[config.mk]
export PLATFORM = sky130hd
export DESIGN_NAME = servo_frame_scheduler
export DESIGN_NICKNAME = d
export VERILOG_FILES = /design/src/rtl/servo_frame_scheduler.sv
export SDC_FILE = /design/constraint.sdc
export NUM_CORES = 1
export LEC_CHECK = 0
export ABC_AREA = 1
export BUFFER_PORTS_ARGS = -buffer_cell sky130_fd_sc_hd__buf_2
export CELL_PAD_IN_SITES_DETAIL_PLACEMENT = 1
export CELL_PAD_IN_SITES_GLOBAL_PLACEMENT = 2
export CORE_MARGIN = 3
export CORE_UTILIZATION = 35
export CTS_CLUSTER_DIAMETER = 60
export DETAILED_ROUTE_END_ITERATION = 10
export PLACE_DENSITY_LB_ADDON = 0.1
export SYNTH_ARGS = -nofsm -noshare
export SYNTH_HDL_FRONTEND = slang
export SYNTH_SLANG_ARGS = --single-unit
[constraint.sdc]
create_clock -name clk_i -period 3.9 [get_ports clk_i]
set_input_delay 0 -clock clk_i [delete_from_list [all_inputs] [get_ports clk_i]]
set_output_delay 0 -clock clk_i [all_outputs]
set_load 0.02 [all_outputs]
[src/rtl/servo_frame_scheduler.sv]
// Time-multiplexed servo pulse scheduler: one microsecond timebase, one frame counter,
// a fixed slot per channel and double-buffered 8-bit positions latched at frame start.
module servo_frame_scheduler #(
  parameter int TICK_DIV = 10,
  parameter int N_CH     = 4,
  parameter int FRAME_US = 20000,
  parameter int SLOT_US  = 2500,
  parameter int MIN_US   = 1000,
  parameter int STEP_US  = 4,
  localparam int CH_W    = (N_CH > 1) ? $clog2(N_CH) : 1
) (
  input  logic            clk_i,
  input  logic            rst_i,
  input  logic            en_i,
  input  logic            wr_en_i,
  input  logic [CH_W-1:0] wr_ch_i,
  input  logic [7:0]      wr_pos_i,
  input  logic [N_CH-1:0] ch_mask_i,
  output logic [N_CH-1:0] servo_out_o,
  output logic            frame_sync_o,
  output logic [CH_W-1:0] active_ch_o,
  output logic            pulse_active_o
);

  localparam int PS_W = (TICK_DIV > 1) ? $clog2(TICK_DIV) : 1;
  localparam int FC_W = $clog2(FRAME_US);
  localparam logic [PS_W-1:0] PS_LAST   = PS_W'(TICK_DIV - 1);
  localparam logic [FC_W-1:0] FC_LAST   = FC_W'(FRAME_US - 1);
  localparam logic [FC_W-1:0] SLOT_STEP = FC_W'(SLOT_US);
  localparam logic [CH_W-1:0] LAST_CH   = CH_W'(N_CH - 1);
  localparam logic [7:0]      POS_RESET = 8'd128;

  if (SLOT_US <= MIN_US + 255 * STEP_US) begin : g_bad_slot
    $error("SLOT_US must exceed the widest pulse MIN_US + 255*STEP_US");
  end
  if ((N_CH - 1) * SLOT_US + MIN_US + 255 * STEP_US >= FRAME_US) begin : g_bad_frame
    $error("the last slot's widest pulse must end before the frame wraps");
  end

  typedef enum logic [1:0] {IDLE, WAIT_SLOT, PULSE, TAIL} state_e;

  state_e          state_q, state_d;
  logic [PS_W-1:0] prescaler_q, prescaler_d;
  logic [FC_W-1:0] frame_cnt_q, frame_cnt_d;
  logic [CH_W-1:0] slot_q, slot_d;
  logic [FC_W-1:0] slot_base_q, slot_base_d;
  logic [CH_W-1:0] active_ch_q, active_ch_d;
  logic [N_CH-1:0] servo_q, servo_d;
  logic            frame_sync_q, frame_sync_d;
  logic [N_CH-1:0] mask_q, mask_d;
  logic [7:0]      shadow_q [N_CH];
  logic [7:0]      shadow_d [N_CH];
  logic [7:0]      active_q [N_CH];
  logic [7:0]      active_d [N_CH];

  logic            tick;
  logic            frame_start;
  logic [11:0]     cur_width;
  logic [FC_W-1:0] pulse_end;

  assign tick        = en_i && (prescaler_q == PS_LAST);
  assign frame_start = tick && (frame_cnt_q == '0);
  assign cur_width   = 12'(MIN_US) + 12'(STEP_US) * {4'd0, active_q[slot_q]};
  assign pulse_end   = slot_base_q + FC_W'(cur_width);

  always_comb begin
    // NOTE: every _d takes its hold value first, so no branch can leave one unassigned (no latches).
    state_d      = state_q;
    prescaler_d  = prescaler_q;
    frame_cnt_d  = frame_cnt_q;
    slot_d       = slot_q;
    slot_base_d  = slot_base_q;
    active_ch_d  = active_ch_q;
    servo_d      = servo_q;
    frame_sync_d = 1'b0;
    mask_d       = mask_q;
    shadow_d     = shadow_q;
    active_d     = active_q;

    if (wr_en_i && (int'(wr_ch_i) < N_CH)) begin
      shadow_d[wr_ch_i] = wr_pos_i;
    end

    if (!en_i) begin
      state_d     = IDLE;
      prescaler_d = '0;
      frame_cnt_d = '0;
      slot_d      = '0;
      slot_base_d = '0;
      active_ch_d = '0;
      servo_d     = '0;
    end else begin
      prescaler_d = (prescaler_q == PS_LAST) ? '0 : prescaler_q + PS_W'(1);
      if (tick) begin
        frame_cnt_d = (frame_cnt_q == FC_LAST) ? '0 : frame_cnt_q + FC_W'(1);
        // The latch reads shadow_q, so a write landing on this same edge waits one frame.
        if (frame_start) begin
          active_d     = shadow_q;
          mask_d       = ch_mask_i;
          frame_sync_d = 1'b1;
        end
        unique case (state_q)
          // Slot 0 opens at frame_cnt 0, so the frame-start tick also starts its pulse.
          IDLE, TAIL: begin
            if (frame_start) begin
              state_d     = PULSE;
              slot_d      = '0;
              slot_base_d = '0;
              active_ch_d = '0;
              servo_d     = ch_mask_i[0] ? N_CH'(1) : '0;
            end
          end
          WAIT_SLOT: begin
            if (frame_cnt_q == slot_base_q) begin
              state_d     = PULSE;
              active_ch_d = slot_q;
              servo_d     = mask_q[slot_q] ? (N_CH'(1) << slot_q) : '0;
            end
          end
          PULSE: begin
            if (frame_cnt_q == pulse_end) begin
              servo_d = '0;
              if (slot_q == LAST_CH) begin
                state_d = TAIL;
              end else begin
                state_d     = WAIT_SLOT;
                slot_d      = slot_q + CH_W'(1);
                slot_base_d = slot_base_q + SLOT_STEP;
              end
            end
          end
        endcase
      end
    end
  end

  always_ff @(posedge clk_i) begin
    // NOTE: state registers take non-blocking assignments only; all decisions live in always_comb.
    if (rst_i) begin
      state_q      <= IDLE;
      prescaler_q  <= '0;
      frame_cnt_q  <= '0;
      slot_q       <= '0;
      slot_base_q  <= '0;
      active_ch_q  <= '0;
      servo_q      <= '0;
      frame_sync_q <= 1'b0;
      mask_q       <= '0;
      // NOTE: the position banks are small flop arrays with a defined mid-travel reset, not RAM.
      shadow_q     <= '{default: POS_RESET};
      active_q     <= '{default: POS_RESET};
    end else begin
      state_q      <= state_d;
      prescaler_q  <= prescaler_d;
      frame_cnt_q  <= frame_cnt_d;
      slot_q       <= slot_d;
      slot_base_q  <= slot_base_d;
      active_ch_q  <= active_ch_d;
      servo_q      <= servo_d;
      frame_sync_q <= frame_sync_d;
      mask_q       <= mask_d;
      shadow_q     <= shadow_d;
      active_q     <= active_d;
    end
  end

  assign servo_out_o    = servo_q;
  assign frame_sync_o   = frame_sync_q;
  assign active_ch_o    = active_ch_q;
  assign pulse_active_o = |servo_q;

endmodule
==> impl_summary.txt <==
----------------------------------------------------
[Cells and area]
  Fraction of final layout cells sized beyond drive strength 1 ... approximately a tenth
  Commonest non-fill, non-tap cells in the layout ... sky130_fd_sc_hd__nor2_1, sky130_fd_sc_hd__nand2_1, sky130_fd_sc_hd__inv_1
  Layout Area Growth over Synthesis ... 13.42%
  Post-layout instance area ... 6788 um2
  Number of nets in the layout ... roughly 970
  Diode insertion count for antenna repair ... 0
  Most common library cell in the layout ignoring fill and taps ... sky130_fd_sc_hd__nor2_1
  Number of fill cells ... 2,138

[Routing]
  Number of DRC markers in iteration 0 ... approximately 240
  DRT Wirelength ... 18,070 um
  Routed length per placed instance ... 15.73 um
  Via-to-Cell Ratio ... roughly 4.9
  Remaining DRCs ... 0
  Post-DRT Antenna Nets ... 0
  Total vias in the final route ... 5,652
  First-pass DRT Iterations ... 4

[Critical path]
  Setup Crit Path Kind ... reg -> reg
  CP max-delay cell ... sky130_fd_sc_hd__dfxtp_1
  Data required time of the worst path ... 4.15 ns
  Critical path buffer and inverter count ... 5
  Critical path's largest stage delay ... 0.46 ns
  Data arrival time of the critical path ... 3.77 ns
  Dominant cell type by count on the critical path ... sky130_fd_sc_hd__nand2_1
  Endpoint type of the worst setup path ... register
  Startpoint type of the worst setup path ... register
  Largest delay contributor family on the critical path ... simple AND/OR/NAND/NOR gates
  Cell chain of the critical path ... clkinvlp_4, buf_4, a21oi_1, ha_1, inv_1, ha_1, nand2_1, inv_2, nand2_1, nand2_1, nand2_1, nand3_1, nand2_1, xor2_1, nand3_2, nand2_8, nand2_1, inv_1, nand2_1, nand2_1, nor2_1
  Largest driver fanout on the critical path ... 15

[Timing]
  Actual transition at the worst max-transition pin ... around 1.1 ns
  Part of the cycle the worst path needs ... 90.30%
  Final setup vio count ... 0
  Final setup TNS ... 0 ns
  Layout Skew ... approximately 0.012 ns
  Final hold violation count ... 0
  Final-report max-slew violation count ... 0
  Unrepaired setup endpoints after global routing ... false
  Clock period minus worst slack ... between 3 and 4 ns
  Highest clock frequency the design can meet ... 0.2839 GHz
  Slew headroom ... 23.74%

[Yosys]
  Post-synthesis cell type count ... 41
  Area share of fa/ha/maj cells after synthesis ... 6.189%
  Most frequently used flop master after synthesis ... sky130_fd_sc_hd__dfxtp_1
  Synthesis-stage register bit count ... 111
  Combinational family with the most area after synthesis ... simple AND/OR/NAND/NOR gates
  Post-Synth XOR/XNOR Area ... 2.049%
  Ys Warns ... 0
  Post-synthesis cell type with the largest combined area ... sky130_fd_sc_hd__dfxtp_1
  Dominant cells by area after synthesis ... sky130_fd_sc_hd__dfxtp_1, sky130_fd_sc_hd__nor2_1, sky130_fd_sc_hd__nand2_1
  Post-synthesis average cell area ... 6.724 um2
  Post-synthesis compound-gate area fraction ... 13.30%
  Sequential fraction of the synthesis area ... 37.13%
  Count of mapped cells out of synthesis ... a little under 900
  Post-synth top area share ... 37.13%
  Cell area after synthesis ... 5984 um2
  Number of flops mapped to enable cells by yosys ... 0
  Simple logic cell fraction of the synthesized area ... about a third
  Async set-reset flop share out of synthesis ... 0%
  Mux cell area share after synthesis ... 0%
  Syn_nets ... 937

[Power and ir drop]
  Worst VDD drop ... 0.0002108 V
  Static leakage power ... 3.150 nW
  Power density of the placed cells ... 323.0 nW/um2

[CTS]
  Clock transition at the registers of the reported paths ... 0.08 ns
  TritonCTS Sinks ... 111
  Clock tree from TritonCTS ... done
  Total number of H-tree levels ... 3
  Clk_lat worst skew ... approximately 0.36 ns
  Clock buffer count from CTS ... 9
  Buffer type at the clock tree root ... sky130_fd_sc_hd__clkbuf_16
  Maximum buffer depth of the clock tree ... 2

[Place]
  Instance area after placement ... 6341 um2
  Post-detailed-placement half-perimeter wirelength ... 13,710 um
  Routability congestion estimate from global placement ... 0.8286
  Total of buffers placed on input and output ports ... 25

[Die]
  Floorplan die area ... 18,700 um2
  Die extent in y ... roughly 140 um
  Number of placement rows ... 47
  Placeable core area ... 16,640 um2
  X dimension of the die ... 136.8 um
  I/O pins ... 26
  Initial Utilization ... ~36%

[GRT]
  Total track usage ... about a fifth
  Global-route wire length before repair ... 29,940 um
  Overflow left after global routing ... 0
  Pin count of the biggest net entering global routing ... 68
  Via count of the first global-routing pass ... 5,799
  Initial antenna violation count ... 0

[Outcome]
  Result of the run ... finished clean

[Hold path]
  HP Class ... in -> reg

[Job]
  Number of max-cap violations ... 0

----------------------------------------------------
==> layout make-up <==
cell class	instances	area, um2	share of cell area [%]
clock buffers	11	242.7	3.576
clock inverters	5	48.80	0.7189
inverters	123	465.4	6.857
multi-input cells	629	3183	46.89
flip-flops and latches	111	2223	32.76
well taps	220	275.3	4.055
repair buffers	50	349.1	5.143
==> stage by stage <==
step / hold WS [ns] / cells / total power [mW] / setup slack [ns] / utilization [%]
2_1_floorplan: 0.07238 / 890 / 1.228 / 0.5663 / -
3_3_place_gp: 0.2106 / 1119 / 1.262 / 0.4372 / 38.10
3_5_place_dp: 0.2185 / 1119 / 1.265 / 0.3235 / 38.10
4_1_cts: 0.1104 / 1148 / 2.216 / 0.2556 / 40.64
5_1_grt: 0.1369 / 1149 / 2.272 / 0.02594 / 40.79
6_report: 0.1041 / 1149 / 2.192 / 0.3782 / 40.79
==> sequential cells by signal, summed over array words and instances, names as in the netlist <==
| signal | cells |
|---|---|
| servo_out_o | 4 |
| slot_q | 2 |
| shadow_q | 32 |
| state_q | 2 |
| frame_cnt_q | 15 |
| active_ch_o | 2 |
| prescaler_q | 4 |
| active_q | 32 |
| frame_sync_o | 1 |
| slot_base_q | 13 |
| mask_q | 4 |
==> kinds of logic after synthesis <==
| logic type | Yosys count |
|---|---|
| xor gates and xnor gates | 14 |
| adders and majority gates | 29 |
| AOI/OAI and AO/OA | 154 |
| DFF | 111 |
| buffers and inverters | 150 |
| and+or+nand+nor | 432 |
==> worst register-to-register path: stages (launching register included) <==
cell and delay, ns:
sky130_fd_sc_hd__dfxtp_1 0.46, sky130_fd_sc_hd__clkinvlp_4 0.22, sky130_fd_sc_hd__buf_4 0.21, sky130_fd_sc_hd__a21oi_1 0.29
sky130_fd_sc_hd__ha_1 0.31, sky130_fd_sc_hd__inv_1 0.06, sky130_fd_sc_hd__ha_1 0.28, sky130_fd_sc_hd__nand2_1 0.15
sky130_fd_sc_hd__inv_2 0.05, sky130_fd_sc_hd__nand2_1 0.08, sky130_fd_sc_hd__nand2_1 0.06, sky130_fd_sc_hd__nand2_1 0.08
sky130_fd_sc_hd__nand3_1 0.11, sky130_fd_sc_hd__nand2_1 0.10, sky130_fd_sc_hd__xor2_1 0.20, sky130_fd_sc_hd__nand3_2 0.16
sky130_fd_sc_hd__nand2_8 0.17, sky130_fd_sc_hd__nand2_1 0.11, sky130_fd_sc_hd__inv_1 0.17, sky130_fd_sc_hd__nand2_1 0.07
sky130_fd_sc_hd__nand2_1 0.06, sky130_fd_sc_hd__nor2_1 0.05
==> cell usage after synthesis, types with 2 or more instances <==
| master | count |
|---|---|
| sky130_fd_sc_hd__nand2_2 | 3 |
| sky130_fd_sc_hd__nor3_2 | 2 |
| sky130_fd_sc_hd__nand3_2 | 11 |
| sky130_fd_sc_hd__a21oi_1 | 55 |
| sky130_fd_sc_hd__inv_2 | 6 |
| sky130_fd_sc_hd__nor3_1 | 13 |
| sky130_fd_sc_hd__nand3b_1 | 2 |
| sky130_fd_sc_hd__buf_2 | 4 |
| sky130_fd_sc_hd__o211ai_1 | 2 |
| sky130_fd_sc_hd__xor2_1 | 9 |
| sky130_fd_sc_hd__dfxtp_1 | 111 |
| sky130_fd_sc_hd__nand2_1 | 162 |
| sky130_fd_sc_hd__a211oi_1 | 2 |
| sky130_fd_sc_hd__inv_1 | 116 |
| sky130_fd_sc_hd__nand3_1 | 41 |
| sky130_fd_sc_hd__or2_2 | 3 |
| sky130_fd_sc_hd__o21ai_0 | 89 |
| sky130_fd_sc_hd__clkbuf_1 | 20 |
| sky130_fd_sc_hd__ha_1 | 28 |
| sky130_fd_sc_hd__nor2_1 | 170 |
| sky130_fd_sc_hd__nor2_2 | 3 |
| sky130_fd_sc_hd__a21boi_1 | 2 |
| sky130_fd_sc_hd__nand4_1 | 11 |
| sky130_fd_sc_hd__xnor2_1 | 5 |
| sky130_fd_sc_hd__nor3b_1 | 2 |
| sky130_fd_sc_hd__nor4_1 | 3 |
==> path summary, 6_finish.rpt <==
path,startpoint,end,slack [ns],cells after the start
hold reg to reg,active_q[29]$_SDFFE_PP0P_,active_q[29]$_SDFFE_PP0P_,0.45,2
setup reg to reg,slot_q[1]$_SDFFE_PP0P_,slot_base_q[3]$_SDFFE_PP0P_,0.38,21
hold / removal,wr_ch_i[0],shadow_q[15]$_SDFFE_PP1P_,0.10,4
setup / recovery,slot_q[1]$_SDFFE_PP0P_,slot_base_q[3]$_SDFFE_PP0P_,0.38,21
==> routing by layer <==
metal / vias to the layer above / part of all wire, % / track usage, %
met5: - / 0 / 0
met3: 17 / 1.4 / 2.647
li1: 2904 / - / -
met1: 2696 / 46 / 25.02
met4: 0 / 1.9 / 5.375
met2: 35 / 51 / 36.83
==> where the power goes <==
| part | switching [mW] | leakage (nW) | internal (mW) |
|---|---|---|---|
| Combinational | 0.0563 | 2.11 | 0.0317 |
| Sequential | 0.00938 | 0.899 | 1.15 |
| Clock | 0.478 | 0.144 | 0.467 |
| Total | 0.543 | 3.15 | 1.65 |
==> timing repair <==
item                                    4_1_cts  5_1_grt
resized for setup                             0        4
hold endpoints to repair                     38        0
buffers inserted                              0        1
endpoints found under the setup margin        0        9
hold buffers                                 13        0
Note: power is estimated with default switching activity, not from simulation.
